$ cat src/rtl/divisor_secuencial_gen.sv
// Sequential restoring divider, signed/unsigned, BITS_POR_CICLO quotient bits per cycle.
// Optional divide-by-zero detection is enabled by defining DIVISOR_DIVCERO_EN.
module divisor_secuencial_gen #(
   parameter int tamanyo        = 32,
   parameter int BITS_POR_CICLO = 1
) (
   input  logic               CLK,
   input  logic               RSTa,
   input  logic               Start,
   input  logic               ConSigno,
   input  logic [tamanyo-1:0] Num,
   input  logic [tamanyo-1:0] Den,
   output logic [tamanyo-1:0] Coc,
   output logic [tamanyo-1:0] Res,
   output logic               Done,
   output logic               Busy,
   output logic               DivCero
);

   localparam int N  = tamanyo / BITS_POR_CICLO;
   localparam int CW = (N > 1) ? $clog2(N) : 1;
   localparam logic [CW-1:0] ULTIMO = CW'(N - 1);

   typedef enum logic [2:0] {INICIO, PREPARA, CALCULA, AJUSTA, FIN} estado_t;

   estado_t            st_q;
   logic [tamanyo-1:0] num_q, den_q, rem_q, quo_q, coc_q, res_q;
   logic [tamanyo-1:0] rem_d, quo_d, absNum, absDen;
   logic [tamanyo:0]   shifted, diff;
   logic [CW-1:0]      cnt_q;
   logic               signo_q, negQ_q, negR_q, done_q, busy_q;
`ifdef DIVISOR_DIVCERO_EN
   logic               divCero_q;
`endif

   // Magnitudes stay tamanyo bits wide unsigned, so the most negative value is exact.
   assign absNum = (signo_q && num_q[tamanyo-1]) ? -num_q : num_q;
   assign absDen = (signo_q && den_q[tamanyo-1]) ? -den_q : den_q;

   always_comb begin
      rem_d   = rem_q;
      quo_d   = quo_q;
      shifted = '0;
      diff    = '0;
      for (int i = 0; i < BITS_POR_CICLO; i++) begin
         shifted = {rem_d, quo_d[tamanyo-1]};
         diff    = shifted - {1'b0, den_q};
         if (shifted >= {1'b0, den_q}) begin
            rem_d = diff[tamanyo-1:0];
            quo_d = {quo_d[tamanyo-2:0], 1'b1};
         end else begin
            rem_d = shifted[tamanyo-1:0];
            quo_d = {quo_d[tamanyo-2:0], 1'b0};
         end
      end
   end

   always_ff @(posedge CLK or posedge RSTa) begin
      if (RSTa) begin
         st_q    <= INICIO;
         num_q   <= '0;
         den_q   <= '0;
         rem_q   <= '0;
         quo_q   <= '0;
         coc_q   <= '0;
         res_q   <= '0;
         cnt_q   <= '0;
         signo_q <= 1'b0;
         negQ_q  <= 1'b0;
         negR_q  <= 1'b0;
         done_q  <= 1'b0;
         busy_q  <= 1'b0;
`ifdef DIVISOR_DIVCERO_EN
         divCero_q <= 1'b0;
`endif
      end else begin
         case (st_q)
            INICIO: begin
               done_q <= 1'b0;
               busy_q <= 1'b0;
               if (Start) begin
                  num_q   <= Num;
                  den_q   <= Den;
                  signo_q <= ConSigno;
                  busy_q  <= 1'b1;
                  st_q    <= PREPARA;
`ifdef DIVISOR_DIVCERO_EN
                  divCero_q <= 1'b0;
`endif
               end
            end
            PREPARA: begin
               quo_q  <= absNum;
               den_q  <= absDen;
               rem_q  <= '0;
               cnt_q  <= '0;
               negQ_q <= signo_q & (num_q[tamanyo-1] ^ den_q[tamanyo-1]);
               negR_q <= signo_q & num_q[tamanyo-1];
               st_q   <= CALCULA;
`ifdef DIVISOR_DIVCERO_EN
               // Zero divisor bypasses the iteration; Done then rises on the following edge in FIN.
               if (den_q == '0) begin
                  divCero_q <= 1'b1;
                  coc_q     <= '1;
                  res_q     <= num_q;
                  busy_q    <= 1'b0;
                  st_q      <= FIN;
               end
`endif
            end
            CALCULA: begin
               rem_q <= rem_d;
               quo_q <= quo_d;
               cnt_q <= cnt_q + 1'b1;
               if (cnt_q == ULTIMO) st_q <= AJUSTA;
            end
            AJUSTA: begin
               coc_q  <= negQ_q ? -quo_q : quo_q;
               res_q  <= negR_q ? -rem_q : rem_q;
               done_q <= 1'b1;
               busy_q <= 1'b0;
               st_q   <= FIN;
            end
            FIN: begin
               done_q <= 1'b1;
               if (!Start) begin
                  done_q <= 1'b0;
                  st_q   <= INICIO;
               end
            end
            default: st_q <= INICIO;
         endcase
      end
   end

   assign Coc  = coc_q;
   assign Res  = res_q;
   assign Done = done_q;
   assign Busy = busy_q;
`ifdef DIVISOR_DIVCERO_EN
   assign DivCero = divCero_q;
`else
   assign DivCero = 1'b0;
`endif

endmodule

$ cat config.mk
export PLATFORM = sky130hd
export DESIGN_NAME = divisor_secuencial_gen
export DESIGN_NICKNAME = d
export VERILOG_FILES = /design/src/rtl/divisor_secuencial_gen.sv
export SDC_FILE = /design/constraint.sdc
export NUM_CORES = 1
export LEC_CHECK = 0
export CAP_MARGIN = 20
export CORE_MARGIN = 2
export CORE_UTILIZATION = 58
export DETAILED_ROUTE_END_ITERATION = 16
export PLACE_DENSITY = 0.84
export SLEW_MARGIN = 20
export SYNTH_ARGS = -nofsm -noshare
export SYNTH_HDL_FRONTEND = slang
export SYNTH_SLANG_ARGS = --single-unit
$ cat constraint.sdc
create_clock -name CLK -period 8.3 [get_ports CLK]
set_input_delay 1.66 -clock CLK [delete_from_list [all_inputs] [get_ports CLK]]
set_output_delay 1.66 -clock CLK [all_outputs]
set_load 0.005 [all_outputs]
=== Word-level counts from Yosys, hierarchy flattened ===
Index checks and enable logic that the tools add are counted.
W data, S select, Z words.

* $add $sub $neg: 6
* Magnitude comparators: 1
* Eq/ne operators: 9
* Mux-type cells: 18
* Bitwise operators: 3
* Reductions and logical operators: 10

{| class="wikitable"
|+ Operators by type and width
! operator !! count
|-
| $mux W32 || 6
|-
| $pmux W32 S2 || 3
|-
| $neg A32 Y32 || 4
|-
| $ge A33 B32 Y1 || 1
|-
| $sub A32 B32 Y32 || 1
|-
| $pmux W3 S5 || 1
|-
| $pmux W5 S2 || 1
|-
| $mux W3 || 3
|-
| $ne A2 B2 Y1 const B || 4
|-
| $eq A3 B2 Y1 const B || 2
|-
| $reduce_and A3 Y1 || 2
|-
| $reduce_bool A2 Y1 || 3
|-
| $add A5 B1 Y5 const B || 1
|-
| $eq A5 B5 Y1 const B || 1
|-
| $eq A3 B1 Y1 const B || 1
|-
| $eq A3 B3 Y1 const B || 1
|-
| $logic_not A3 Y1 || 1
|-
| $pmux W1 S3 || 1
|-
| $reduce_bool A3 Y1 || 1
|-
| $and A1 B1 Y1 || 2
|-
| $logic_and A1 B1 Y1 || 2
|-
| $mux W1 || 2
|-
| $pmux W1 S2 || 1
|-
| $reduce_and A2 Y1 || 1
|-
| $xor A1 B1 Y1 || 1
|}

* Register bits after elaboration: 205
* Input port bits: 68
* Output and inout port bits: 67

=== Longest topological paths before layout ===
Gate-level depths: netlist of run 1.

* Depth after elaboration: 3
* Gate-level depth with buffers: 13

=== Least setup slack after synthesis of run 1 ===
No wires, ideal clock.

* Path kind: input-to-reg
* Start point: in Start
* End point: reg num_q[2]
* Library setup time: 125 ps
* Data arrival time: 3091 ps
* Path slack: 5084 ps
* Stages: 6
* Path buffers: 3
* Path through: nor2b_1 and2_1 clkbuf_1 buf_1 clkbuf_1 mux2_2

* Cells in the longest elaborated chain, start to end: 1

{| class="wikitable"
|+ RTL lines
! what !! RTL line !! RTL
|-
| start, declared || 9 || <nowiki>input logic Start,</nowiki>
|-
| $reduce_and A2 Y1 (no line) || -- ||
|-
| end signal, assigned || 82 || <nowiki>num_q <= Num;</nowiki>
|-
| end, declared || 27 || <nowiki>logic [tamanyo-1:0] num_q, den_q, rem_q, quo_q, coc_q, res_q;</nowiki>
|}

No other way between the ends.
A chain may end at the register's enable or synchronous reset.

=== Worst setup path after layout of run 1 ===
* Start point: in Start
* End point: reg den_q[5]

* Cells in the longest elaborated chain, start to end: 2

{| class="wikitable"
|+ RTL lines
! what !! RTL line !! RTL
|-
| $ne A2 B2 Y1 (no line) || -- ||
|-
| $reduce_and A3 Y1 (no line) || -- ||
|-
| end signal, assigned || 83 || <nowiki>den_q <= Den;</nowiki>
|-
| end signal, assigned || 94 || <nowiki>den_q <= absDen;</nowiki>
|-
| end, declared || 27 ||
|}

No other way between the ends.

==> qor.csv, run 1 <==
metric,value,unit
outcome,"complete, no violations",
clock_sink_count,205,
multiInputGateArea,0.00682,sq mm
ys_seq_elements,205,
post_synth_instance_area,0.0124,sq mm
clock_path_buffers,3,
die_area,0.0226,sq mm
placementRows,53,
final_period_minus_worst_setup_slack,3.77,ns
worst_skew_pair.late_latency,0.51,ns
start_kind,input pin,
final.period_utilization,45.5,%
setup_tns,0,ns
wire_length_of_the_first_global_routing_pass,52700,um
worst_hold_slack,0.474,ns
ys.flop_type,dfrtp_1,
drt_iter0_drc,906,
tightestPinTransition,0.920,ns
cts_buffers,23,
critPathMaxStageDelay,0.79,ns
synthesis.nets,1520,
timing_hold_violations_final,0,
crit_fanout,41,
post_route_cells_drive_above_1_share,6.67,%
detailroute.via_count,11000,
core-area,0.0210,sq mm
avgViaCountPerCell,6.16,
gpl_congestion,0.964,
grt_pass1_vias,10300,
dieWidth,150,um
h-tree-depth,1,
num-fill-cells,1601,
placedInstanceArea,0.0139,sq mm
path_clk_slew,0.06,ns
cts.root.buffer_cell,clkbuf_16,
maximum_vdd_drop,0.000202,V
dr_pass1_iterations,6,
number_of_maximum_capacitance_constraint_violations,0,
antenna_violating_nets_post_route,0,
crit_slowest_cell,and2_2,
setup_bufs_post_cts,0,
overflow,0,
place_hpwl,22700,um
setup_violations,0,
slew_violations,0,
crit_path_cell_trace,clkdlybuf4s50_1 > nor2b_1 > and2_2 > a31o_2 > o21ai_0 > a22oi_1,
grt_antenna_before_repair,0,
io_pins,135,
insertedDiodeCount,0,
synth_seq_area_share,41.3,%
wirelength,32200,um
power_density,435,mW/mm^2
post-route-drc-count,0,
synthMostInstantiatedCell,dfrtp_1,
tritoncts,done,
synth.top_cell.area_share,41.3,%
globalRouteTotalUtil,28.7,%
static-leakage-power,6.27,nW
yosysTopAreaCell,dfrtp_1,
ff_latch_area,0.00513,sq mm
buffer_ports.inserted,133,
postCtsResizedCells,0,
timing.max_slew.rel_slack,38.7,%
hp-class,reg2reg,
syn2layout_area_growth,18.4,%
holdBufCountCts,0,
synth_warnings,0,
critical_path_arrival,4.19,ns
asyncSetResetFlopFracSynth,100,%
chipHeight,150,um
ys_types,66,
crit_path_end_kind,flop,
max_freq,0.265,GHz
design_area,0.0147,sq mm
syn-mean-instance-area,8.80,sq um
postSynthCellCount,1413,
timing.critical_path.required,8.72,ns
synthTopCellsByArea,"dfrtp_1 41%, o21ai_0 7.7%, xor2_1 5.6%",
initial_core_util,59.1,%
edff_count_synth,0,
post_drt_wl_per_cell,18.0,um
design.final.nets,1605,
setup_repair_after_global_routing_missed_its_margin,no,
synth_commonest_cells,"205 x dfrtp_1, 191 x o21ai_0, 165 x nand2_1, 88 x a21oi_1, 79 x xor2_1",
final.setup_skew,0.0158,ns
worstSetupPathType,in2reg,
grt_max_degree,130,
[layer usage]
metal  GRT usage [%]  vias up  share of wire (%)
li1                -     5272                  -
met1            44.4     5266                 47
met2            43.0      446                 43
met3            3.94       44                7.8
met4            5.71        0                1.4
met5               0        -                  0
[power by group]
part,internal (W),total [W],switching [W],leakage (nW)
clock network,0.000661,0.00107,0.000408,0.387
logic,0.00143,0.00333,0.00190,3.31
registers,0.00144,0.00200,0.000563,2.57
total,0.00354,0.00641,0.00287,6.27
[final cells by class]
class                      count  area share (%)
tap                          275            2.34
clock inverter                11            1.11
sequential                   205            34.9
inverter                      54            1.43
timing repair buffer         141            9.62
multi-input combinational   1073            46.3
clock buffer                  30            4.29
[state kept, by name, summed over array words and instances, names as in the netlist]
signal   flops
Res         32
cnt_q        5
Busy         1
negQ_q       1
signo_q      1
den_q       32
num_q       32
negR_q       1
Coc         32
rem_q       32
quo_q       32
st_q         3
Done         1
[final timing paths]
| path | startpoint | to | slack, ns | cells past startpoint |
|---|---|---|---|---|
| max | Start | den_q[5] | 4.53 | 6 |
| min | Coc[13] | Coc[13] | 0.47 | 2 |
| max reg2reg | den_q[1] | quo_q[0] | 4.61 | 10 |
| min reg2reg | Coc[13] | Coc[13] | 0.47 | 2 |
| max in group asynchronous | RSTa | cnt_q[2] | 5.26 | 3 |
| min in group asynchronous | RSTa | Coc[15] | 1.72 | 2 |
[worst max-delay path, delay by kind of cell]
kind                   cells  cell delay (ns)
buffers and inverters      1             0.51
AND/OR/NAND/NOR            2             1.03
AO/OA/AOI/OAI              3             0.96
[cells in the final DEF (no fill, tap or decap), drive strengths merged, types with 6 or more instances in the layout]
| cell | instances |
|---|---|
| a32oi | 6 |
| mux2 | 31 |
| nand2b | 10 |
| o41ai | 10 |
| xor2 | 79 |
| o31ai | 24 |
| nand3 | 33 |
| and2 | 6 |
| buf | 8 |
| nor3 | 41 |
| o22ai | 16 |
| o211ai | 6 |
| mux2i | 23 |
| a21o | 12 |
| o21bai | 7 |
| clkdlybuf4s50 | 133 |
| clkbuf | 30 |
| a31oi | 12 |
| nor2 | 68 |
| o21a | 6 |
| xnor2 | 33 |
| a22oi | 43 |
| nand4 | 17 |
| o21ai | 200 |
| nand2 | 165 |
| or4 | 10 |
| a21oi | 88 |
| dfrtp | 205 |
| ha | 38 |
| inv | 55 |
| and3 | 10 |
| nor4 | 10 |
| nor2b | 13 |
| or3 | 8 |
[metrics by stage]
step	std cells	power (W)	setup slack, ns	utilization (%)
2_1_floorplan	1413	0.00423	1.04	-
3_3_place_gp	1747	0.00512	4.14	66.0
3_5_place_dp	1747	0.00524	4.08	66.0
4_1_cts	1788	0.00635	4.28	69.8
5_1_grt	1789	0.00689	4.28	70.0
6_report	1789	0.00641	4.53	70.0
[cells by family after synthesis]
family	synth area share (%)
compound gates	22.6
simple gates	15.4
flops	41.3
buf+inv	4.17
xor+xnor	7.89
mux	4.66
fa+ha+maj	3.99
other cells	0.0302
Note: power is estimated with default switching activity, not from simulation.
==> run 2: changes to the inputs <==
clock period = 3.7 ns   (was 8.3 ns; I/O delays follow)
==> run 2 against run 1 <==
  * Clock skew decreased by 0.0011 ns
  * Die area unchanged
  * Via count increased by 0.73%
  * Total power rose by 130%
  * Critical path depth rose by 6
  * Sequential power increased by 130%
  * Utilization grew 0.23 points
  * Final area increased by 0.32%
  * Register-to-register slack lost 4.2 ns
  * Clock power grew 130%
==> qor.csv, run 2 (same netlist as run 1, synthesis figures left out) <==
metric,value,unit
outcome,"complete, no violations",
static-leakage-power,6.28,nW
r2r_setup_slack,0.43,ns
max_freq,0.306,GHz
grt_pass1_vias,10300,
setup_bufs_post_cts,0,
post_route_cells_drive_above_1_share,7.23,%
worst_skew_pair.late_latency,0.52,ns
post-route-drc-count,0,
pre_cts_worst_setup_slack,0.571,ns
setup_tns,0,ns
avgViaCountPerCell,6.18,
timing.critical_path.required,4.16,ns
timing_hold_violations_final,0,
wirelength,33100,um
setup_violations,0,
grt_max_degree,130,
timing.max_slew.rel_slack,31.4,%
final_critical_path_setup_slack,0.429,ns
number_of_maximum_capacitance_constraint_violations,0,
placementRows,53,
chipHeight,150,um
path_clk_slew,0.06,ns
slew_violations,0,
worstSetupPathType,reg2reg,
detailroute.via_count,11100,
critical-path-top-cell-by-count,inv_1,
critPathMaxStageDelay,0.43,ns
post_drt_wl_per_cell,18.4,um
postCtsResizedCells,0,
p_total,0.0145,W
gpl_congestion,0.945,
initial_core_util,59.1,%
num-fill-cells,1606,
core-area,0.0210,sq mm
buffer_ports.inserted,133,
crit_path_cell_trace,inv_1 > ha_1 > inv_1 > fa_1 > a211oi_1 > o21bai_1 > o211ai_1 > a31oi_1 > a221oi_1 > nor3_1 > o31ai_1 > a22o_1,
holdBufCountCts,0,
cts_buffers,23,
tritoncts,done,
critical_path_arrival,3.73,ns
mostFrequentLayoutCells,"205 x dfrtp_1, 191 x o21ai_0, 164 x nand2_1",
h-tree-depth,1,
io_pins,135,
crit_path_end_kind,flop,
clock_sink_count,205,
grt_antenna_before_repair,0,
syn2layout_area_growth,18.8,%
power_density,984,mW/mm^2
place_hpwl,23900,um
final.period_utilization,88.4,%
cts.root.buffer_cell,clkbuf_16,
design.final.nets,1613,
die_area,0.0226,sq mm
critical_path_buf_inv_count,2,
antenna_violating_nets_post_route,0,
worst_hold_slack,0.479,ns
crit_fanout,4,
setup_repair_after_global_routing_missed_its_margin,no,
insertedDiodeCount,0,
wire_length_of_the_first_global_routing_pass,53800,um
mostFrequentLayoutCell,dfrtp_1,
final_period_minus_worst_setup_slack,3.27,ns
clock_path_buffers,3,
drt_iter0_drc,901,
crit_slowest_cell,fa_1,
timing.critical_path.max_delay_family,compound AO/OA/AOI/OAI gates,
globalRouteTotalUtil,29.6,%
overflow,0,
maximum_vdd_drop,0.000509,V
final.setup_skew,0.0147,ns
dieWidth,150,um
hp-class,reg2reg,
dr_pass1_iterations,6,
start_kind,flop,
tightestPinTransition,1.03,ns
[run 2: power by group]
part	internal (W)	total, W	switching [W]
registers	0.00323	0.00453	0.00129
logic	0.00326	0.00759	0.00433
clock network	0.00145	0.00241	0.000959
[run 2: stage by stage]
step           utilization (%)  cell area (sq um)  instances
4_1_cts                   70.2              14800       1797
3_5_place_dp              66.4              14000       1756
5_1_grt                   70.2              14800       1797
6_report                  70.2              14800       1797
2_1_floorplan                -              12400       1413
3_3_place_gp              66.4              14000       1756
[run 2: metal layers]
metal  GRT usage, %  share of wire [%]
met4           5.71                1.3
met5              0                  0
met2           43.8                 43
met1           46.8                 47
met3           3.82                8.7
[run 2: worst register-to-register path, stage by stage (launching register included)]
cell and delay [ns]:
dfrtp_1 0.41, inv_1 0.12, ha_1 0.18, inv_1 0.06, fa_1 0.43, a211oi_1 0.26, o21bai_1 0.16, o211ai_1 0.36
a31oi_1 0.25, a221oi_1 0.42, nor3_1 0.11, o31ai_1 0.30, a22o_1 0.18
[run 2: worst paths after layout]
check                      cells past startpoint   endpoint      start
min in group asynchronous                      2    Coc[15]       RSTa
hold / removal                                 2     Res[9]     Res[9]
setup / recovery                              12  rem_q[28]  quo_q[31]
setup reg to reg                              12  rem_q[28]  quo_q[31]
max in group asynchronous                      3   den_q[4]       RSTa
hold reg to reg                                2     Res[9]     Res[9]
[run 2: final cells by class]
type                       instances  area [sq um]  share of cell area (%)
timing repair buffer             149          1460                    9.92
inverter                          54           206                    1.40
tap                              275           344                    2.33
clock buffer                      26           597                    4.04
clock inverter                    15           198                    1.34
multi-input combinational       1073          6820                    46.2
sequential                       205          5130                    34.8
==> RTL change, RTL diff (settings of run 2) <==
The option `DIVISOR_DIVCERO_EN` is turned on by a define.
--- a/src/rtl/divisor_secuencial_gen.sv
+++ b/src/rtl/divisor_secuencial_gen.sv
@@ -1,4 +1,6 @@
 // Sequential restoring divider, signed/unsigned, BITS_POR_CICLO quotient bits per cycle.
 // Optional divide-by-zero detection is enabled by defining DIVISOR_DIVCERO_EN.
+`define DIVISOR_DIVCERO_EN
+
 module divisor_secuencial_gen #(
    parameter int tamanyo        = 32,
Formal check against the unedited RTL: not equivalent (a bounded check fails within 4 cycles, from zero or initial values and one cycle with RSTa high).
==> RTL change against run 2 <==
Worst setup slack worse by 0.15 ns; sequential cell count increased by 1; die area rose by 2.6%; sequential share of layout area decreased by 0.95 points; routed wire length is 8.5% higher; total power rose by 3.8%; synthesized area increased by 2.6%; design area rose by 3.3%; largest power group unchanged.
==> RTL change: results (changes against run 2) <==
Logic synthesis
By area the synthesized netlist is led by dfrtp_1, o21ai_0, a21oi_1, nand2_1, xor2_1. The average cell area after synthesis came to 8.67 µm² (-1.5%). The synthesized netlist net count is 1579 (+3.9%). The count of different cell masters after synthesis is 68 (+3.0%). Sorting the synthesized cells by how often they occur yields dfrtp_1, o21ai_0, nand2_1.

Placed design
The number of cells after detailed placement is 1823 (+3.8%). The count of port buffers added during placement was 134 (+0.75%). The final HPWL from detailed placement was 25500 µm (+6.6%). The instance area after placement came to 14400 µm² (+3.3%). The worst slack at placement is 0.237 ns (-0.335 ns). The routability congestion estimate is 0.997 (+5.5%).

Global route
The number of global-route vias before repair was 11565 (+12%). The total global-route track usage is 0.305 (+0.00928). The global-route wire length before repair is 59000 µm (+9.6%).

Timing
The highest achievable clock rate is 292 MHz (-4.5%). The post-route worst hold slack is 0.478 ns (-0.000661 ns). The worst setup skew after layout came to 0.0108 ns (-0.00390 ns).

Critical path
The critical-path maximum fanout is 23 (+19). The maximum cell stage delay along the critical path is 0.89 ns (+0.46 ns). In this run the critical register-to-register path is captured at rem_q[30]. On the critical path, the stage with the largest delay is an instance of a2111oi_0. The critical path arrival is 3.85 ns (+0.12 ns). The worst register-to-register path begins at den_q[26].

The setup slack on the worst flop-to-flop path is 0.28 ns (-0.15 ns).

Drt
The mean routed wirelength per cell is 19.3 µm (+4.6%). The starting DRC count in detailed routing is 855 (-5.1%). The total iterations of the first detailed-routing run is 5 (-1).

Final layout
The number of nets in the final layout was 1676 (+3.9%). The ratio of cells with drive above 1 in the final layout is 0.0757 (+0.00344). The non-filler instance count after layout is 1865 (+3.8%).

Worst hold path
The startpoint identified for the worst hold timing path is Res[30].

Status
The run finished with clean final reports.

Pwr
The static power due to leakage is 6.39 nW (+1.8%).
RTL change: cell types whose count changed after synthesis, sizes merged, moves of 7 or more:
cell    change
clkbuf     +12
mux2i       -7
nand2      -12
o21ai      -37
o22ai       +9
xnor2      +18
a21oi      +42
xor2       -14
nor2       +37
o22a        +8
RTL change: worst min-delay path by stage:
stage	to
final	Res[30]
after detailed placement	Res[30]
after CTS	Res[30]
after global placement	Res[27]
after global routing	Res[30]
after floorplan	cnt_q[3]
RTL change: where the power goes:
part	internal (mW)	switching [mW]
logic	3.56	4.36
registers	3.28	1.42
clock network	1.53	0.937
total	8.37	6.72
RTL change: repair_timing:
action                                  CTS  global route
endpoints found under the setup margin    0             1
gates resized for setup                   0             1
setup buffers                             0             0
RTL change: cell type report:
type,count,area (µm²),area share
Clock buffer,38,754,0.0495
Timing Repair Buffer,162,1610,0.106
Tap cell,280,350,0.0230
Inverter,52,199,0.0130
Clock inverter,4,70.1,0.00460
Sequential cell,206,5150,0.338
Multi-Input combinational cell,1123,7110,0.466
RTL change: worst max-delay path, delay by kind of cell, from the launching register on:
kind | cells | cell delay, ns
compound gates | 8 | 2.10
fa+ha+maj | 1 | 0.31
buf+inv | 2 | 0.35
simple gates | 1 | 0.17
flops | 1 | 0.40
RTL change: layer usage:
metal  up-vias  GRT usage  share of wire
li1       5524          -              -
met4         0      0.108          0.028
met5         -          0              0
met3        95     0.0444          0.074
met1      5789      0.404           0.41
met2       543      0.516           0.49
RTL change: kinds of logic after synthesis:
logic type      synth area share
mux                       0.0390
xor+xnor                  0.0796
simple gates               0.158
flops                      0.404
compound gates             0.238
fa+ha+maj                 0.0388
buf+inv                   0.0426
